==> src/rtl/pkg_usb.sv <==
// rtl/pkg_usb.sv - shared types and constants for the low-speed USB receiver
package pkg_usb;

    typedef enum logic [1:0] {
        LS_SE0 = 2'b00,
        LS_J   = 2'b01,
        LS_K   = 2'b10,
        LS_SE1 = 2'b11
    } line_state_t;

    typedef enum logic [2:0] {
        IDLE,
        SYNC,
        DATA,
        EOP,
        ERR
    } rx_state_t;

    localparam logic [2:0] SYNC_MIN_ZEROS = 3'd5;
    localparam logic [2:0] STUFF_RUN      = 3'd6;

endpackage

==> src/rtl/usb_ls_dpll.sv <==
// rtl/usb_ls_dpll.sv - pad synchronizer, line state register and bit-centre sampling DPLL
module usb_ls_dpll
    import pkg_usb::*;
#(
    parameter int CLKS_PER_BIT = 8,
    parameter int SYNC_STAGES  = 2
) (
    input  logic        clk,
    input  logic        reset,
    input  logic        i_dp,
    input  logic        i_dm,
    output line_state_t o_line_state,
    output logic        o_sample,
    output line_state_t o_sampled
);

    localparam int              PW      = $clog2(CLKS_PER_BIT);
    localparam logic [PW-1:0]   PH_HALF = PW'(CLKS_PER_BIT / 2);
    localparam logic [PW-1:0]   PH_LAST = PW'(CLKS_PER_BIT - 1);

    logic [SYNC_STAGES-1:0] r_dp_sync;
    logic [SYNC_STAGES-1:0] r_dm_sync;
    line_state_t            r_line_state;
    line_state_t            r_prev_ls;
    line_state_t            r_sampled;
    logic [PW-1:0]          r_phase;
    logic                   r_sample;
    logic [PW-1:0]          w_phase;

    // Any line transition re-centres the phase so the strobe lands mid-bit.
    assign w_phase = (r_line_state != r_prev_ls) ? '0 : r_phase;

    // Synchronize the raw pads (idle J) and register the decoded line state.
    always_ff @(posedge clk) begin
        if (reset) begin
            r_dp_sync    <= '0;
            r_dm_sync    <= '1;
            r_line_state <= LS_J;
            r_prev_ls    <= LS_J;
        end else begin
            r_dp_sync    <= {r_dp_sync[SYNC_STAGES-2:0], i_dp};
            r_dm_sync    <= {r_dm_sync[SYNC_STAGES-2:0], i_dm};
            r_line_state <= line_state_t'({r_dp_sync[SYNC_STAGES-1], r_dm_sync[SYNC_STAGES-1]});
            r_prev_ls    <= r_line_state;
        end
    end

    // Free-running phase counter and registered mid-bit sample of the line.
    always_ff @(posedge clk) begin
        if (reset) begin
            r_phase   <= '0;
            r_sample  <= 1'b0;
            r_sampled <= LS_J;
        end else begin
            r_phase  <= (w_phase == PH_LAST) ? '0 : w_phase + PW'(1);
            r_sample <= (w_phase == PH_HALF);
            if (w_phase == PH_HALF) begin
                r_sampled <= r_line_state;
            end
        end
    end

    assign o_line_state = r_line_state;
    assign o_sample     = r_sample;
    assign o_sampled    = r_sampled;

endmodule

==> src/rtl/usb_ls_rx.sv <==
// rtl/usb_ls_rx.sv - low-speed USB receive front-end (optional bus-reset detect: USB_RX_BUS_RESET_EN)
module usb_ls_rx
    import pkg_usb::*;
#(
    parameter int CLKS_PER_BIT   = 8,
    parameter int SYNC_STAGES    = 2,
    parameter int BUS_RESET_CLKS = 30
) (
    input  logic        clk,
    input  logic        reset,
    input  logic        usb_dp,
    input  logic        usb_dm,
    output line_state_t line_state,
    output logic        rx_active,
    output logic        rx_sop,
    output logic [7:0]  rx_data,
    output logic        rx_valid,
    output logic        rx_eop,
    output logic        rx_err,
    output logic        bus_reset
);

    localparam int BRW = $clog2(BUS_RESET_CLKS + 1);

    line_state_t w_line_state;
    line_state_t w_sampled;
    logic        w_strobe;
    logic        w_bit;
    logic        w_bus_reset;
    logic [BRW-1:0] w_se0_cnt;

    rx_state_t   r_state, w_state_next;
    line_state_t r_prev_sampled;
    logic [2:0]  r_zeros, w_zeros_next;
    logic [2:0]  r_ones, w_ones_next;
    logic [2:0]  r_bitcnt, w_bitcnt_next;
    logic [7:0]  r_shift, w_shift_next;
    logic [7:0]  r_data, w_data_next;
    logic        r_se0_seen, w_se0_seen_next;
    logic        r_sop, r_valid, r_eop, r_err, r_active;
    logic        w_sop, w_valid, w_eop, w_err;

    usb_ls_dpll #(
        .CLKS_PER_BIT (CLKS_PER_BIT),
        .SYNC_STAGES  (SYNC_STAGES)
    ) u_dpll (
        .clk          (clk),
        .reset        (reset),
        .i_dp         (usb_dp),
        .i_dm         (usb_dm),
        .o_line_state (w_line_state),
        .o_sample     (w_strobe),
        .o_sampled    (w_sampled)
    );

    // NRZI: no change between samples is a 1.
    assign w_bit = (w_sampled == r_prev_sampled);

`ifdef USB_RX_BUS_RESET_EN
    logic [BRW-1:0] r_se0_cnt;

    // Saturating count of consecutive SE0 cycles on the line.
    always_ff @(posedge clk) begin
        if (reset || (w_line_state != LS_SE0)) begin
            r_se0_cnt <= '0;
        end else if (r_se0_cnt != BRW'(BUS_RESET_CLKS)) begin
            r_se0_cnt <= r_se0_cnt + BRW'(1);
        end
    end

    assign w_se0_cnt = r_se0_cnt;
`else
    assign w_se0_cnt = '0;
`endif

    assign w_bus_reset = (w_se0_cnt >= BRW'(BUS_RESET_CLKS));

    // Receive FSM state register.
    always_ff @(posedge clk) begin
        if (reset) begin
            r_state <= IDLE;
        end else begin
            r_state <= w_state_next;
        end
    end

    // Next state, unstuffing/shift datapath and event pulses, evaluated on each bit strobe.
    always_comb begin
        w_state_next    = r_state;
        w_zeros_next    = r_zeros;
        w_ones_next     = r_ones;
        w_bitcnt_next   = r_bitcnt;
        w_shift_next    = r_shift;
        w_data_next     = r_data;
        w_se0_seen_next = r_se0_seen;
        w_sop           = 1'b0;
        w_valid         = 1'b0;
        w_eop           = 1'b0;
        w_err           = 1'b0;
        if (w_bus_reset) begin
            w_state_next = IDLE;
        end else if (w_strobe) begin
            case (r_state)
                IDLE: begin
                    if (w_sampled == LS_K) begin
                        w_state_next = SYNC;
                        w_zeros_next = 3'd1;
                    end
                end
                SYNC: begin
                    if (w_sampled == LS_SE0 || w_sampled == LS_SE1) begin
                        w_state_next = IDLE;
                    end else if (!w_bit) begin
                        if (r_zeros != 3'd7) w_zeros_next = r_zeros + 3'd1;
                    end else if (r_zeros >= SYNC_MIN_ZEROS) begin
                        w_state_next  = DATA;
                        w_sop         = 1'b1;
                        w_ones_next   = 3'd0;
                        w_bitcnt_next = 3'd0;
                        w_shift_next  = 8'h00;
                    end else begin
                        w_state_next = IDLE;
                    end
                end
                DATA: begin
                    if (w_sampled == LS_SE0) begin
                        w_state_next = EOP;
                    end else if (w_sampled == LS_SE1 || (r_ones == STUFF_RUN && w_bit)) begin
                        w_state_next    = ERR;
                        w_err           = 1'b1;
                        w_se0_seen_next = 1'b0;
                    end else if (r_ones == STUFF_RUN) begin
                        w_ones_next = 3'd0;
                    end else begin
                        w_shift_next  = {w_bit, r_shift[7:1]};
                        w_ones_next   = w_bit ? r_ones + 3'd1 : 3'd0;
                        w_bitcnt_next = r_bitcnt + 3'd1;
                        if (r_bitcnt == 3'd7) begin
                            w_data_next = {w_bit, r_shift[7:1]};
                            w_valid     = 1'b1;
                        end
                    end
                end
                EOP: begin
                    if (w_sampled == LS_J) begin
                        w_state_next = IDLE;
                        w_eop        = (r_bitcnt <= 3'd1);
                        w_err        = (r_bitcnt > 3'd1);
                    end else if (w_sampled != LS_SE0) begin
                        w_state_next    = ERR;
                        w_err           = 1'b1;
                        w_se0_seen_next = 1'b0;
                    end
                end
                ERR: begin
                    if (w_sampled == LS_SE0) begin
                        w_se0_seen_next = 1'b1;
                    end else if (w_sampled == LS_J && r_se0_seen) begin
                        w_state_next = IDLE;
                    end
                end
                default: w_state_next = IDLE;
            endcase
        end
    end

    // Datapath registers and one-cycle output pulses.
    always_ff @(posedge clk) begin
        if (reset) begin
            r_prev_sampled <= LS_J;
            r_zeros        <= 3'd0;
            r_ones         <= 3'd0;
            r_bitcnt       <= 3'd0;
            r_shift        <= 8'h00;
            r_data         <= 8'h00;
            r_se0_seen     <= 1'b0;
            r_sop          <= 1'b0;
            r_valid        <= 1'b0;
            r_eop          <= 1'b0;
            r_err          <= 1'b0;
            r_active       <= 1'b0;
        end else begin
            if (w_strobe) r_prev_sampled <= w_sampled;
            r_zeros    <= w_zeros_next;
            r_ones     <= w_ones_next;
            r_bitcnt   <= w_bitcnt_next;
            r_shift    <= w_shift_next;
            r_data     <= w_data_next;
            r_se0_seen <= w_se0_seen_next;
            r_sop      <= w_sop;
            r_valid    <= w_valid;
            r_eop      <= w_eop;
            r_err      <= w_err;
            r_active   <= (w_state_next == DATA) || (w_state_next == EOP);
        end
    end

    assign line_state = w_line_state;
    assign rx_active  = r_active;
    assign rx_sop     = r_sop;
    assign rx_data    = r_data;
    assign rx_valid   = r_valid;
    assign rx_eop     = r_eop;
    assign rx_err     = r_err;
    assign bus_reset  = w_bus_reset;

endmodule

==> config.mk <==
export PLATFORM = sky130hd
export DESIGN_NAME = usb_ls_rx
export DESIGN_NICKNAME = d
export VERILOG_FILES = /design/src/rtl/pkg_usb.sv /design/src/rtl/usb_ls_dpll.sv /design/src/rtl/usb_ls_rx.sv
export SDC_FILE = /design/constraint.sdc
export NUM_CORES = 1
export LEC_CHECK = 0
export ABC_AREA = 1
export CAP_MARGIN = 5
export CORE_ASPECT_RATIO = 1.1
export CORE_MARGIN = 2
export CORE_UTILIZATION = 61
export CTS_CLUSTER_DIAMETER = 100
export DETAILED_ROUTE_END_ITERATION = 8
export GPL_TIMING_DRIVEN = 0
export PLACE_DENSITY_LB_ADDON = 0.15
export SYNTH_ARGS = -nofsm -noshare
export SYNTH_HDL_FRONTEND = slang
export SYNTH_SLANG_ARGS = --single-unit
export TNS_END_PERCENT = 10
==> constraint.sdc <==
create_clock -name clk -period 3.65 [get_ports clk]
set_clock_uncertainty 0.05 [all_clocks]
set_input_delay 0.5475 -clock clk [delete_from_list [all_inputs] [get_ports clk]]
set_output_delay 0.5475 -clock clk [all_outputs]
set_load 0.03 [all_outputs]
* Word-level counts from Yosys, hierarchy flattened
Cells that the tools add are included.
Operators by class: $lt $le $gt $ge 3, equality and inequality tests 29, $add $sub $neg 4, bitwise gates (word level) 9, reduce and logical (&&, ||, !) cells 21, muxes and demuxes 50
Operators with widths (number):
- $mux W3 | 25
- $mux W8 | 6
- $ne A2 B2 Y1 const B | 13
- $pmux W3 S2 | 3
- $pmux W8 S2 | 1
- $eq A3 B3 Y1 const B | 5
- $pmux W3 S5 | 1
- $reduce_and A7 Y1 | 2
- $add A3 B1 Y3 const B | 4
- $eq A3 B2 Y1 const B | 4
- $reduce_and A6 Y1 | 2
- $mux W1 | 11
- $not A1 Y1 | 9
- $reduce_and A8 Y1 | 1
- $reduce_bool A2 Y1 | 3
- $reduce_or A6 Y1 | 1
- $reduce_or A5 Y1 | 1
- $eq A2 B2 Y1 const B | 2
- $reduce_or A2 Y1 | 2
- $reduce_or A4 Y1 | 1
- $eq A3 B1 Y1 const B | 1
- $ge A3 B3 Y1 const B | 1
- $gt A3 B1 Y1 const B | 1
- $le A3 B1 Y1 const B | 1
- other kinds (12) | 15
Storage, ports and cells: word-level logic and storage cells 136, flip-flop bits (word level) 50

* Longest topological paths before layout
depth after elaboration 9, depth in mapped cells 13, mapped depth without buffers 12

* Modules after synthesis
A second synthesis with hierarchy kept.
Second synthesis, totals: cell total of the unflattened synthesis 316, area, all modules 2334.7 um^2
By module, submodules not included:
- usb_ls_rx | area each 1770.4 um^2, times used 1, cells each 244, sequential area each 700.7 um^2
- usb_ls_dpll | area each 564.3 um^2, times used 1, cells each 72, sequential area each 280.3 um^2

* Least setup slack after synthesis
Ideal clock, no wire load.
path type reg-to-reg, start register u_dpll.r_sampled[0], in the netlist u_dpll.o_sampled[0], end register r_shift[7], setup slack 1974 ps, required time 3487 ps, buffers on the path 1, cell stages (with the launch flop) 11, arrival time 1512 ps, cells stage by stage dfxtp_1 > inv_1 > ha_1 > inv_1 > a21oi_2 > nand2_1 > nor2_2 > nand3_2 > buf_4 > o21ai_1 > nor2_1
On the way: longest elaborated chain between the ends 5, elaborated cells between the ends (all ways) 15, those cells by class eq/ne: 6; mux: 4; reduce/logical: 5
RTL lines:
- start: declaration | line usb_ls_dpll.sv:25 | line_state_t r_sampled;
- start signal: assignment | line usb_ls_dpll.sv:58 | r_sampled <= r_line_state;
- $eq A2 B2 Y1 | line usb_ls_rx.sv:57 | assign w_bit = (w_sampled == r_prev_sampled);
- $mux W8 / $logic_and A1 B1 Y1 (equally long branches) | line usb_ls_rx.sv:132, usb_ls_rx.sv:128
- $mux W8 / $logic_or A1 B1 Y1 (equally long branches) | line usb_ls_rx.sv:128 | end else if (w_sampled == LS_SE1 || (r_ones == STUFF_RUN && w_bit)) begin
- $mux W8 / $ne A2 B2 Y1 (equally long branches)
- $pmux W8 S2 / $reduce_and A8 Y1 (equally long branches)
- end signal: assignment | line usb_ls_rx.sv:187 | r_shift <= w_shift_next;
- end: declaration | line usb_ls_rx.sv:37 | logic [7:0] r_shift, w_shift_next;
Several ways; a longest one is shown, not always the timed one. The select of a mux whose other input is x is not followed. A chain may end at the register's enable or synchronous reset.

* Worst setup path in the final report
start register u_dpll.r_sampled[0], in the netlist u_dpll.o_sampled[0], end register r_data[1], in the netlist rx_data[1]
On the way: longest elaborated chain between the ends 5, elaborated cells between the ends (all ways) 8, those cells by class eq/ne: 2; bitwise: 2; reduce/logical: 4
RTL lines:
- $eq A2 B2 Y1 | line usb_ls_rx.sv:57
- $logic_and A1 B1 Y1 | line usb_ls_rx.sv:128
- $logic_or A1 B1 Y1 | line usb_ls_rx.sv:128
- $not A1 Y1 (no line)
- $reduce_and A6 Y1 (no line) *
- end signal: assignment | line usb_ls_rx.sv:188 | r_data <= w_data_next;
- end: declaration | line usb_ls_rx.sv:38 | logic [7:0] r_data, w_data_next;
Mark *: on every way between the ends. The rest lies on a longest branch, timed or not.

==> flow_metrics.env <==
export IMPL_final_seq_area_um2=981
export IMPL_synth_net_count=338
export IMPL_wl_per_cell_um=11.2
export IMPL_yosysWarnings=0
export IMPL_synth_edf_count=0
export IMPL_io_pins=20
export IMPL_antenna_cells=0
export IMPL_hold_slack_ns=0.362
export IMPL_dr_pass1_iters=4
export IMPL_ys_seq_elements=49
export IMPL_arrival_ns=2.23
export IMPL_root_buffer="clkbuf_8"
export IMPL_ir_worst_vdd_v=0.000283
export IMPL_hold_violations=0
export IMPL_cpLargestDelayFamily="buffers and inverters"
export IMPL_met2_length_um=2070
export IMPL_hold_class="reg2reg"
export IMPL_drive_above_1_share_pct=6.96
export IMPL_post_route_period_util_pct=56.0
export IMPL_drtAntennaViolNets=0
export IMPL_drt_total_wl_um=4410
export IMPL_htree_levels=2
export IMPL_grt_max_degree=15
export IMPL_crit_chain="inv_1 > ha_1 > inv_1 > nand2_1 > nor3_1 > nand3_1 > clkinv_1 > buf_2 > o21ai_0 > a21oi_1"
export IMPL_vias=1967
export IMPL_ys_flop_type="dfxtp_1"
export IMPL_path_buf_inv=4
export IMPL_fin_cells=395
export IMPL_critPathMaxStageDelay_ns=0.44
export IMPL_cts_max_path_buffers=2
export IMPL_rows=23
export IMPL_cp_end_kind="flop"
export IMPL_grt_pass1_wl_um=7590
export IMPL_drcViolationCount=0
export IMPL_gp_congestion=0.903
export IMPL_power_density_mw_per_mm2=355
export IMPL_syn_mean_instance_area_um2=7.26
export IMPL_grt_pass1_vias=1720
export IMPL_setup_viol=0
export IMPL_synthCells=319
export IMPL_p_leak_nw=1.24
export IMPL_fill_cells=321
export IMPL_area_growth_pct=14.9
export IMPL_place_hpwl_um=3220
export IMPL_cap_violations=0
export IMPL_cts_made_buffers=5
export IMPL_dieArea_mm2=0.00430
export IMPL_layout_nets=363
export IMPL_numClockSinks=49
export IMPL_grt_ovfl_total=0
export IMPL_coreArea_mm2=0.00365
export IMPL_wl_met1_um=2110
export IMPL_wl_met3_um=181
export IMPL_cts_tree="built"
export IMPL_cts_setup_buffers=0
export IMPL_ys_seq_area_share_pct=42.4
export IMPL_netlist_area_mm2=0.00231
export IMPL_cts_resized=0
export IMPL_rsz0062_at_grt="false"
export IMPL_period_minus_slack_ns=2.04
export IMPL_place_inst=387
export IMPL_grt_usage_pct=22.7
export IMPL_fin_setup_tns_ns=0
export IMPL_io_buffers=18
export IMPL_cp_slowest_cell="dfxtp_1"
export IMPL_start_util_pct=63.3
export IMPL_start_kind="flop"
export IMPL_synth_cell_types=30
export IMPL_viasPerCell=4.98
export IMPL_fmax_mhz=490
export IMPL_die_height_um=68.6
export IMPL_antenna_found_initial=0
export IMPL_cts_hold_buf=0
export IMPL_fp_dieW_um=62.7
export IMPL_multi_input_area_mm2=0.00106
export IMPL_drt_iter0_drc=95
export IMPL_maxSlewViolCount=0
export IMPL_clk_latency_ns=0.31
export IMPL_top_layer="met4"
export IMPL_crit_top_cell="inv_1"
export IMPL_critPathKind="reg2reg"
export IMPL_outcome="complete, no violations"
export IMPL_clk_pin_slew_worst_paths_ns=0.09
export IMPL_ys_async_sr_fraction_pct=0
export IMPL_crit_required_ns=3.83
export IMPL_crit_fanout=10
## per-layer routing
metal	global-route usage, %	vias up
met3	5.19	6
met5	0	-
li1	-	1040
met1	28.8	887
met4	6.94	0
met2	39.1	34
## path summary, 6_finish.rpt
check                      start                      to  slack [ns]  cells after the start
max          u_dpll.o_sampled[0]              rx_data[1]        1.61                     10
min          u_dpll.r_dm_sync[1]  u_dpll.o_line_state[0]        0.36                      1
max reg2reg  u_dpll.o_sampled[0]              rx_data[1]        1.61                     10
min reg2reg  u_dpll.r_dm_sync[1]  u_dpll.o_line_state[0]        0.36                      1
## registers in the layout, summed over array words and instances (netlist names), 2 cells and up, named ones only
| register | cells |
|---|---|
| r_bitcnt | 3 |
| u_dpll.r_prev_ls | 2 |
| u_dpll.r_phase | 3 |
| u_dpll.o_sampled | 2 |
| r_prev_sampled | 2 |
| rx_data | 8 |
| u_dpll.r_dm_sync | 2 |
| r_state | 2 |
| u_dpll.r_dp_sync | 2 |
| u_dpll.o_line_state | 2 |
| r_zeros | 3 |
| r_ones | 3 |
| r_shift | 7 |
## per-stage QoR
stage | util, % | area (um^2) | setup WS [ns] | total power, W
detailed placement | 70.0 | 2560 | 1.50 | 0.000607
global route | 72.7 | 2660 | 1.37 | 0.000980
global placement | 70.0 | 2560 | 1.52 | 0.000606
CTS | 72.7 | 2660 | 1.59 | 0.000950
floorplan | - | 2310 | 1.97 | 0.000593
finish | 72.7 | 2660 | 1.61 | 0.000943
## worst register-to-register path, cell delays in order (launching register included)
cell and delay (ns):
dfxtp_1 0.44, inv_1 0.12, ha_1 0.26, inv_1 0.12
nand2_1 0.07, nor3_1 0.16, nand3_1 0.11, clkinv_1 0.15
buf_2 0.24, o21ai_0 0.11, a21oi_1 0.16
## cell type report
class	count	share of cell area [%]
buffer	9	1.88
sequential	49	36.9
multi-input combinational	202	40.0
timing repair buffer	18	6.78
tap	50	2.35
clock inverter	1	0.188
clock buffer	7	3.62
inverter	59	8.33
## cells in the final DEF (no fill, tap or decap), types with 9 or more instances in the layout
master / count
clkdlybuf4s50_1: 18
o21ai_1: 9
nand3_1: 14
nor2_1: 46
ha_1: 15
dfxtp_1: 49
inv_1: 54
o21ai_0: 17
a21oi_1: 22
nand2_1: 54
## power breakdown
group	internal, W	switching [W]
sequential	0.000541	0.00000319
combinational	0.0000179	0.0000318
clock	0.000171	0.000177
total	0.000731	0.000212
## synth_stat cells, types with 2 or more instances
master | number | area share (%)
inv_1 | 54 | 8.8
nand2_1 | 54 | 8.8
dfxtp_1 | 49 | 42
nor2_1 | 46 | 7.5
a21oi_1 | 22 | 4.8
o21ai_0 | 17 | 3.7
ha_1 | 15 | 8.1
nand3_1 | 14 | 3.0
o21ai_1 | 9 | 1.9
clkbuf_1 | 5 | 0.81
inv_2 | 3 | 0.49
nand3_2 | 3 | 1.3
nand4_1 | 3 | 0.81
nor3_1 | 3 | 0.65
or2_2 | 3 | 0.81
xnor2_1 | 3 | 1.1
buf_4 | 2 | 0.65
clkinv_1 | 2 | 0.32
## cells by family (layout without fill, tap and decap cells)
logic type	Yosys count	count (layout)	share of synthesized area, %
buffers and inverters	68	94	11.7
AO/OA/AOI/OAI	53	53	12.1
adder cells (fa/ha/maj)	15	15	8.11
flip-flops	49	49	42.4
other	1	1	0.162
AND/OR/NAND/NOR	130	130	24.4
XOR/XNOR	3	3	1.14
Note: power is estimated with default switching activity, not from simulation.
